==> config.mk <==
export PLATFORM = sky130hd
export DESIGN_NAME = window_decision
export DESIGN_NICKNAME = d
export VERILOG_FILES = /design/src/rtl/window_decision.sv
export SDC_FILE = /design/constraint.sdc
export NUM_CORES = 1
export LEC_CHECK = 0
export ABC_AREA = 0
export CAP_MARGIN = 20
export CELL_PAD_IN_SITES_DETAIL_PLACEMENT = 1
export CELL_PAD_IN_SITES_GLOBAL_PLACEMENT = 2
export CORE_UTILIZATION = 28
export CTS_CLUSTER_SIZE = 30
export DETAILED_ROUTE_END_ITERATION = 10
export PLACE_DENSITY_LB_ADDON = 0.05
export SLEW_MARGIN = 10
export SYNTH_ARGS = -nofsm -noshare
export SYNTH_HDL_FRONTEND = slang
export SYNTH_SLANG_ARGS = --single-unit
==> constraint.sdc <==
create_clock -name clk -period 1.45 [get_ports clk]
set_input_delay 0.2175 -clock clk [delete_from_list [all_inputs] [get_ports clk]]
set_output_delay 0.2175 -clock clk [all_outputs]
set_load 0.01 [all_outputs]
==> src/rtl/window_decision.sv <==
// rtl/window_decision.sv - windowed stress-decision controller between classifier and counter
// Optional feature macro: WINDOW_DECISION_DROP_CNT_EN (adds drop_count output)
module window_decision #(
  parameter int WIN_LEN = 8,
  parameter int THRESH  = 4
) (
  input  logic        clk,
  input  logic        RESETn,
  input  logic        enable,
  input  logic        trig_in,
  output logic        trig_out,
  output logic        init,
  input  logic [10:0] count,
  output logic        decision_valid,
  input  logic        decision_ready,
  output logic        stress,
  output logic [10:0] stress_count,
`ifdef WINDOW_DECISION_DROP_CNT_EN
  output logic [15:0] drop_count,
`endif
  output logic        busy
);

  localparam logic [10:0] LAST_SAMP = 11'(WIN_LEN - 1);
  localparam logic [10:0] THR       = 11'(THRESH);

  typedef enum logic [2:0] {
    IDLE   = 3'd0,
    CLEAR  = 3'd1,
    RUN    = 3'd2,
    SETTLE = 3'd3,
    DECIDE = 3'd4
  } state_t;

  state_t      state_q, state_d;
  logic [10:0] samp_cnt_q, samp_cnt_d;
  logic        valid_q, valid_d;
  logic        stress_q, stress_d;
  logic [10:0] scount_q, scount_d;

  // State and decision registers
  always_ff @(posedge clk or negedge RESETn) begin
    if (!RESETn) begin
      state_q    <= IDLE;
      samp_cnt_q <= 11'd0;
      valid_q    <= 1'b0;
      stress_q   <= 1'b0;
      scount_q   <= 11'd0;
    end else begin
      state_q    <= state_d;
      samp_cnt_q <= samp_cnt_d;
      valid_q    <= valid_d;
      stress_q   <= stress_d;
      scount_q   <= scount_d;
    end
  end

  // Next-state: window sequencing, decision capture in SETTLE, handshake in DECIDE
  always_comb begin
    state_d    = state_q;
    samp_cnt_d = samp_cnt_q;
    valid_d    = valid_q;
    stress_d   = stress_q;
    scount_d   = scount_q;
    case (state_q)
      IDLE: begin
        if (enable) state_d = CLEAR;
      end
      CLEAR: begin
        samp_cnt_d = 11'd0;
        state_d    = RUN;
      end
      RUN: begin
        if (trig_in) begin
          if (samp_cnt_q == LAST_SAMP) begin
            // Wrap to zero so the sample counter never exceeds WIN_LEN-1
            samp_cnt_d = 11'd0;
            state_d    = SETTLE;
          end else begin
            samp_cnt_d = samp_cnt_q + 11'd1;
          end
        end
      end
      SETTLE: begin
        // Counter has absorbed the final strobe by now, so count is the window total
        scount_d = count;
        stress_d = (count >= THR);
        valid_d  = 1'b1;
        state_d  = DECIDE;
      end
      DECIDE: begin
        if (valid_q && decision_ready) begin
          valid_d = 1'b0;
          state_d = enable ? CLEAR : IDLE;
        end
      end
      default: state_d = IDLE;
    endcase
  end

`ifdef WINDOW_DECISION_DROP_CNT_EN
  logic [15:0] drop_q;

  // Saturating count of strobes arriving while not accepting samples
  always_ff @(posedge clk or negedge RESETn) begin
    if (!RESETn) begin
      drop_q <= 16'd0;
    end else if (trig_in && (state_q != RUN) && (drop_q != 16'hFFFF)) begin
      drop_q <= drop_q + 16'd1;
    end
  end

  assign drop_count = drop_q;
`endif

  assign trig_out       = trig_in & (state_q == RUN);
  assign init           = (state_q == CLEAR);
  assign busy           = (state_q != IDLE);
  assign decision_valid = valid_q;
  assign stress         = stress_q;
  assign stress_count   = scount_q;

endmodule

==> impl_metrics.ini <==
[die]
rows = 24
die_x_microns = 70.9
die-area_sq_um = 5030
core_area_sq_um = 4470
pin_count = 32
start_util_pct = 29.7
die_h_microns = 70.9

[critical_path]
cp_top_family = simple AND/OR/NAND/NOR gates
cp_max_fo = 4
cpPeakStageDelay_ns = 0.44
startpoint_type = flop
cp-end-kind = flop
crit_slowest_cell = dfrtp_2
required_ns = 1.63
cp_data_arrival_time_ns = 1.84
reg2reg_setup_slack_ns = -0.22
worst-path-buf-inv = 2
path_class = reg2reg
path_cells = buf_6 > or3b_4 > nand4b_1 > a21oi_4 > buf_4 > nor2_1

[grt]
first_global_vias = 1322
grt_max_degree = 28
grt.total_usage_pct = 16.5
antenna_found_initial = 0
grt_pass1_wl_microns = 6340
gr-total-overflow = 0

[timing]
final.hold.worst_slack_ns = 0.318
max_slew_margin_pct = 72.2
finalSetupViolations = 23
slew_viol_final = 0
timing.fmax_mhz = 600
period_needed_ns = 1.67
hold_violations = 0
rsz0062_at_grt = yes
worst_pin_slew_ns = 0.415
setup_slack_ns = -0.216
fin_crit_sh_pct = 115
fin_worst_skew_ns = 0.00307

[placed_design]
port_buffers = 31
dpl_cell_area_sq_um = 1900
preCtsSetupSlack_ns = -0.359
gp_congestion = 0.779
dp.final_hpwl_microns = 2690

[route]
antenna_left = 0
routed_wl_microns = 3760
initialDrtViolationCount = 23
dr.pass1.iters = 3
vias = 1199
drc = 0
post_drt_wl_per_cell_microns = 15.6
routed_via_density = 4.98

[logic_synthesis]
synth.distinct_cells = 38
synthesis.nets = 136
synth_warnings = 0
ys_ff_latch = 27
async_reset_ff_share_pct = 100
synthCells = 119
synth_area_sq_um = 1330
synth_area_per_cell_sq_um = 11.2
ys.flop_type = dfrtp_1
synth_edf_count = 0
ys_seq_area_share_pct = 50.8

[cts]
cts-root-buf = clkbuf_8
cts_tree = built
hold_buffers = 0
clkTransAtPathRegs_ns = 0.10
clock-sinks = 27
clk_path_buf_depth = 2
clock_latency_ns = 0.28
h-tree-depth = 1
cts_made_buffers = 3

[layout]
areaGrowthSynthToFinish_pct = 67.9
drive_gt1_share_pct = 41.8
diodes = 0
final_util_pct = 49.9
finalNetCount = 207
design_area_sq_um = 2230

[min_path]
hp-class = in2async

[power]
leakagePower_nw = 1.04
ir_drop_mv = 0.812
power_density_nw_per_um2 = 1640

[status]
status = complete, but fails checks
violations = setup timing

[flow_run]
drv_cap = 0
-- final cells by class --
cell class | instances | area (sq um)
clock buffers | 3 | 41.3
clock inverters | 1 | 8.76
inverters | 1 | 3.75
well taps | 52 | 65.1
fillers | 488 | 2240
flip-flops and latches | 27 | 679
multi-input cells | 88 | 754
repair buffers | 69 | 681
-- cells by family (layout without fill, tap and decap cells) --
family,after synthesis,count (layout),share of synthesized area [%]
adder cells (fa/ha/maj),1,1,0.941
AO/OA/AOI/OAI,23,23,11.5
XOR/XNOR,5,5,3.29
flip-flops,27,27,50.8
buffers and inverters,4,74,2.07
AND/OR/NAND/NOR,47,47,21.4
multiplexers,12,12,10.1
-- final timing paths --
path | from | endpoint | depth (start not counted)
worst max register to register | state_q[0] | samp_cnt_q[4] | 6
worst min-delay path | RESETn | samp_cnt_q[7] | 2
worst max-delay path | state_q[0] | samp_cnt_q[4] | 6
min in group clk | stress_count[10] | stress_count[10] | 1
max in group asynchronous | RESETn | state_q[2] | 2
worst min register to register | stress_count[10] | stress_count[10] | 1
-- worst register-to-register path: stages (launching register included) --
cell	delay [ns]
dfrtp_2	0.44
buf_6	0.13
or3b_4	0.36
nand4b_1	0.23
a21oi_4	0.21
buf_4	0.15
nor2_1	0.04
-- metrics by stage --
stage                     power (mW)  std cells  TNS [ns]
final                           3.67        241     -3.03
after global routing            3.91        241     -4.03
after global placement          2.72        223     -3.40
after CTS                       3.69        241     -3.68
after floorplan                 1.91        119    -0.258
after detailed placement        2.78        223     -3.98
-- what timing repair did --
item / 4_1_cts / 5_1_grt
hold endpoints to repair: 0 / 0
cloned: 1 / 0
endpoints found under the setup margin: 27 / 35
setup buffers: 14 / 0
gates resized for setup: 34 / 19
pin swaps: 5 / 5
-- power breakdown --
| group | switching, mW | internal (mW) | leakage [nW] |
|---|---|---|---|
| logic | 0.820 | 1.23 | 0.672 |
| registers | 0.156 | 1.00 | 0.340 |
| clock network | 0.255 | 0.202 | 0.0261 |
-- placed cells by master, fill, tap and decap left out, types with 5 or more instances in the layout --
cell type | netlist | layout
nand2_1 | 14 | 12
buf_6 | 1 | 5
nor2_1 | 11 | 11
buf_4 | 1 | 31
dlymetal6s2s_1 | 0 | 8
mux2_2 | 11 | 11
clkdlybuf4s50_1 | 0 | 19
o21ai_1 | 3 | 5
dfrtp_1 | 27 | 24
-- sequential cells by signal, summed over array words and instances (netlist names) --
name            count
samp_cnt_q         11
decision_valid      1
stress_count       11
stress              1
state_q             3
-- routing by layer --
| layer | routed length [microns] | global-route usage (%) |
|---|---|---|
| met1 | 1380 | 17.0 |
| met2 | 2210 | 32.6 |
| met3 | 132 | 4.27 |
| met4 | 34 | 4.67 |
| met5 | 0 | 0 |
-- synthesized netlist by cell type (2+ instances only) --
cell type	number	area, sq um
or3_1	2	12.5
nand4_1	2	12.5
xnor2_1	2	17.5
nor4_1	3	18.8
xor2_1	3	26.3
o2111ai_1	2	17.5
mux2_2	11	124
nand2b_1	3	18.8
o21ai_0	3	15.0
a21oi_1	5	25.0
nand2_1	14	52.6
o31ai_1	3	22.5
or4_1	3	22.5
dfrtp_1	27	676
nor2_1	11	41.3
o21ai_1	3	15.0
Note: power is estimated with default switching activity, not from simulation.
==> RTL edit 1, RTL diff (same flow settings) <==
Encoding of `state_t`: now Gray code (3 bits for 5 states).
--- a/src/rtl/window_decision.sv
+++ b/src/rtl/window_decision.sv
@@ -25,11 +25,11 @@
   localparam logic [10:0] THR       = 11'(THRESH);
 
   typedef enum logic [2:0] {
-    IDLE   = 3'd0,
-    CLEAR  = 3'd1,
-    RUN    = 3'd2,
-    SETTLE = 3'd3,
-    DECIDE = 3'd4
+    IDLE   = 3'b000,
+    CLEAR  = 3'b001,
+    RUN    = 3'b011,
+    SETTLE = 3'b010,
+    DECIDE = 3'b110
   } state_t;
 
   state_t      state_q, state_d;
Formal check against the unedited RTL: no difference found for any inputs over 10 cycles, from zero or initial values and one cycle with RESETn low; not proved beyond that.
==> RTL edit 1 against the original RTL <==
The flow still finishes with violations (setup timing); global-route usage down 0.90 points; critical path type unchanged; via count down 2.9%; largest cell class unchanged; worst setup slack improved by 0.15 ns; die area decreased by 3.4%; total power decreased by 4.5%; design area shrank 7.5%; synthesized area down 3.5%; first-iteration DRC count grew to 2.6 times the old value; sequential cell count is the same; combinational power decreased by 9%; wire length decreased by 4.1%; clock skew about the same.
==> RTL edit 1: results (changes against the original RTL) <==
Area contributors post-synth=dfrtp_1 (53%), mux2_2 (9.6%), nor2_1 (2.9%); Fin Hold WS=0.313 ns (-0.00418 ns); layout cells sized above 1=44.1% (+2.3 points); Net Switching=1220 uW (-1.2%); register area share after synthesis=52.6% (+1.8 points); setup TNS=-0.576 ns (+2.46 ns); top cells by count, synth=dfrtp_1 (27), mux2_2 (11), nor2_1 (10); CP arrival=1.73 ns (-0.11 ns); final worst slack=-0.0634 ns (+0.153 ns); status=finished with violations; R2R Path Start=samp_cnt_q[1]; post-DP HPWL=2580 um (-4.1%); leak pwr=0.000881 uW (-15%); worst-margin pin slew=0.348 ns (-0.0677 ns); Clock Skew=0.00285 ns (-0.000220 ns); first-pass GRT wire length=6040 um (-4.7%); Yosys cell types=39 (+2.6%); vias in the first global route=1262 (-4.5%); worst vdd ir=0.779 mV (-4.0%); GP Congestion=0.730 (-6.2%); failing checks=setup timing; # fillers=475 (-2.7%); critical path's largest stage delay=0.52 ns (+0.08 ns); fin nets=195 (-5.8%); Final setup viols=18 (-22%); Detailed Routing Iterations Pass 1=4 (+1); r2r endpoint=samp_cnt_q[10]; number of DRC markers in iteration 0=60 (+160%)
[RTL edit 1: metal layers]
metal | vias up | GRT usage (%) | share of wire (%)
li1 | 545 | - | -
met1 | 591 | 19.8 | 44
met2 | 24 | 27.3 | 52
met3 | 4 | 2.62 | 3.2
met4 | 0 | 4.44 | 0.94
met5 | - | 0 | 0
[RTL edit 1: power by group through the flow]
stage	combinational, uW	clock [uW]	sequential [uW]
floorplan	738	0	1230
global placement	1710	0	1170
detailed placement	1750	0	1190
CTS	1830	491	1180
global route	2010	522	1210
finish	1860	468	1180
[RTL edit 1: worst max-delay path by stage]
stage	start	endpoint	slack, ns	cells after the start
finish	samp_cnt_q[1]	samp_cnt_q[10]	-0.06	5
detailed placement	trig_in	samp_cnt_q[8]	-0.30	6
CTS	state_q[0]	stress_count[9]	-0.06	5
global route	samp_cnt_q[8]	state_q[0]	-0.12	4
floorplan	state_q[1]	samp_cnt_q[10]	0.005	5
global placement	trig_in	samp_cnt_q[10]	-0.24	5
[RTL edit 1: what timing repair did]
action,CTS,global route
resized for setup,30,16
pin swaps,12,5
buffers inserted,6,0
setup endpoints to repair,26,28
[RTL edit 1: cell families after synthesis]
logic type / count (synthesis) / synth area share (%)
mux: 11 / 9.65
fa+ha+maj: 1 / 0.975
simple gates: 47 / 22.6
xor+xnor: 5 / 3.41
flops: 27 / 52.6
buf+inv: 4 / 1.36
compound gates: 19 / 9.36
[RTL edit 1: layout make-up]
type	count	area, um^2	share of cell area [%]
sequential	27	679	32.9
timing repair buffer	62	563	27.3
inverter	1	3.75	0.182
clock inverter	1	8.76	0.424
multi-input combinational	83	704	34.1
clock buffer	3	41.3	2.00
tap	52	65.1	3.15
[RTL edit 1: worst max-delay path: cells and delay by family, from the launching register on]
family | cells | cell delay (ns)
AO/OA/AOI/OAI | 1 | 0.12
flip-flops | 1 | 0.38
AND/OR/NAND/NOR | 3 | 0.77
adder cells (fa/ha/maj) | 1 | 0.18
[RTL edit 1: stage by stage]
stage	instance area (um^2)	instances
6_report	2070	229
5_1_grt	2070	229
4_1_cts	2010	229
3_5_place_dp	1850	219
3_3_place_gp	1850	219
2_1_floorplan	1290	114
==> RTL edit 2, RTL diff (same settings) <==
Made on the original files. The option `WINDOW_DECISION_DROP_CNT_EN` is turned on by a define.
--- a/src/rtl/window_decision.sv
+++ b/src/rtl/window_decision.sv
@@ -1,5 +1,7 @@
 // rtl/window_decision.sv - windowed stress-decision controller between classifier and counter
 // Optional feature macro: WINDOW_DECISION_DROP_CNT_EN (adds drop_count output)
+`define WINDOW_DECISION_DROP_CNT_EN
+
 module window_decision #(
   parameter int WIN_LEN = 8,
   parameter int THRESH  = 4
Check against the original RTL (old outputs only; new: drop_count): equivalent (equiv_simple and equiv_induct, registers matched by name and starting in step).
==> RTL edit 2 against the original RTL <==
First-iteration DRC count increased by 87%; design area rose by 66%; critical path depth grew 1; sequential cell count is 16 higher; combinational power grew 45%; hold slack better by 0.10 ns; global-route usage fell by 0.32 points; via count grew 69%; the run still ends with setup timing left; synthesized area rose by 64%; count of clock-buffer cells in the layout is 3 higher; critical path type unchanged; worst setup slack improved by 0.0094 ns; total power grew 61%; sequential power up 53%; wire length grew 70%.
==> RTL edit 2: results (changes against the original RTL) <==
Setup crit start=drop_count[1]; Crit-path slowest cell=dfrtp_1; leak pwr=0.00168 uW (+62%); Final setup viols=30 (+30%); register area share after synthesis=49.2% (-1.6 points); fin nets=343 (+66%); critical path's largest stage delay=0.40 ns (-0.04 ns); Slew headroom=76.3% (+4.1 points); first-pass GRT wire length=10700 um (+69%); post-DP HPWL=4300 um (+60%); Post-Syn Nets=219 (+61%); Clock Skew=0.0117 ns (+0.00862 ns); Area contributors post-synth=dfrtp_1 (49%), mux2_2 (6.7%), xor2_1 (4.0%); worst vdd ir=0.787 mV (-3.0%); Detailed Routing Iterations Pass 1=4 (+1); I/O Buffers=47 (+52%); status=finished with violations; Yosys cell types=44 (+16%); final worst slack=-0.207 ns (+0.00941 ns); vias in the first global route=2131 (+61%); GP Congestion=0.770 (-1.1%); number of DRC markers in iteration 0=43 (+87%); PwrDens=1590 nW/um^2 (-3.4%); TritonCTS Buffers=5 (+2); failing checks=setup timing; layout cells sized above 1=44.8% (+3.0 points)
RTL edit 2: per-layer routing:
| layer | global-route usage (%) | wire (um) | vias to the layer above |
|---|---|---|---|
| met1 | 20.9 | 2860 | 1002 |
| li1 | - | - | 984 |
| met3 | 3.03 | 197 | 6 |
| met5 | 0 | 0 | - |
| met4 | 4.44 | 72 | 0 |
| met2 | 27.7 | 3260 | 32 |
RTL edit 2: worst paths after layout:
path / endpoint / slack (ns) / cells past startpoint
min in group clk: stress / 0.49 / 2
min: samp_cnt_q[8] / 0.42 / 3
max in group asynchronous: state_q[0] / 0.80 / 3
min reg2reg: stress / 0.49 / 2
max: drop_count[5] / -0.21 / 7
max reg2reg: drop_count[5] / -0.21 / 7
RTL edit 2: kinds of logic after synthesis:
logic type / share of synthesized area, %
multiplexers: 7.61
adder cells (fa/ha/maj): 1.14
flip-flops: 49.2
buffers and inverters: 2.63
XOR/XNOR: 6.41
AND/OR/NAND/NOR: 24.6
AO/OA/AOI/OAI: 8.41
RTL edit 2: worst max-delay path, delay by kind of cell (launching register included):
family,cells,cell delay [ns]
AND/OR/NAND/NOR,3,0.53
adder cells (fa/ha/maj),1,0.17
XOR/XNOR,1,0.16
buffers and inverters,2,0.28
flip-flops,1,0.40
RTL edit 2: cell type report:
type	count	area, um^2
multi-input combinational	148	1270
inverter	4	15.0
fill	803	3690
clock buffer	6	72.6
tap	99	124
sequential	43	1080
timing repair buffer	123	1090
clock inverter	2	60.1
RTL edit 2: per-stage QoR:
stage	setup slack (ns)	instance area, um^2	total power [uW]	std cells
floorplan	-0.133	2220	2990	201
global placement	-0.397	3180	4270	394
detailed placement	-0.442	3180	4300	394
CTS	-0.201	3480	5690	412
global route	-0.291	3720	6280	425
finish	-0.207	3720	5890	425
RTL edit 2: timing repair:
action                                  in CTS  in global routing
hold buffers                                 1                  0
buffers inserted                             8                 14
endpoints found under the setup margin      48                 42
endpoints found under the hold margin       43                  0
pin swaps                                   16                 11
gates cloned                                 1                  1
gates resized for setup                     59                 31
RTL edit 2: report_power, final:
group,internal (uW),total (uW),switching (uW)
Sequential,1550,1780,235
Combinational,1690,2980,1290
Clock,689,1130,439
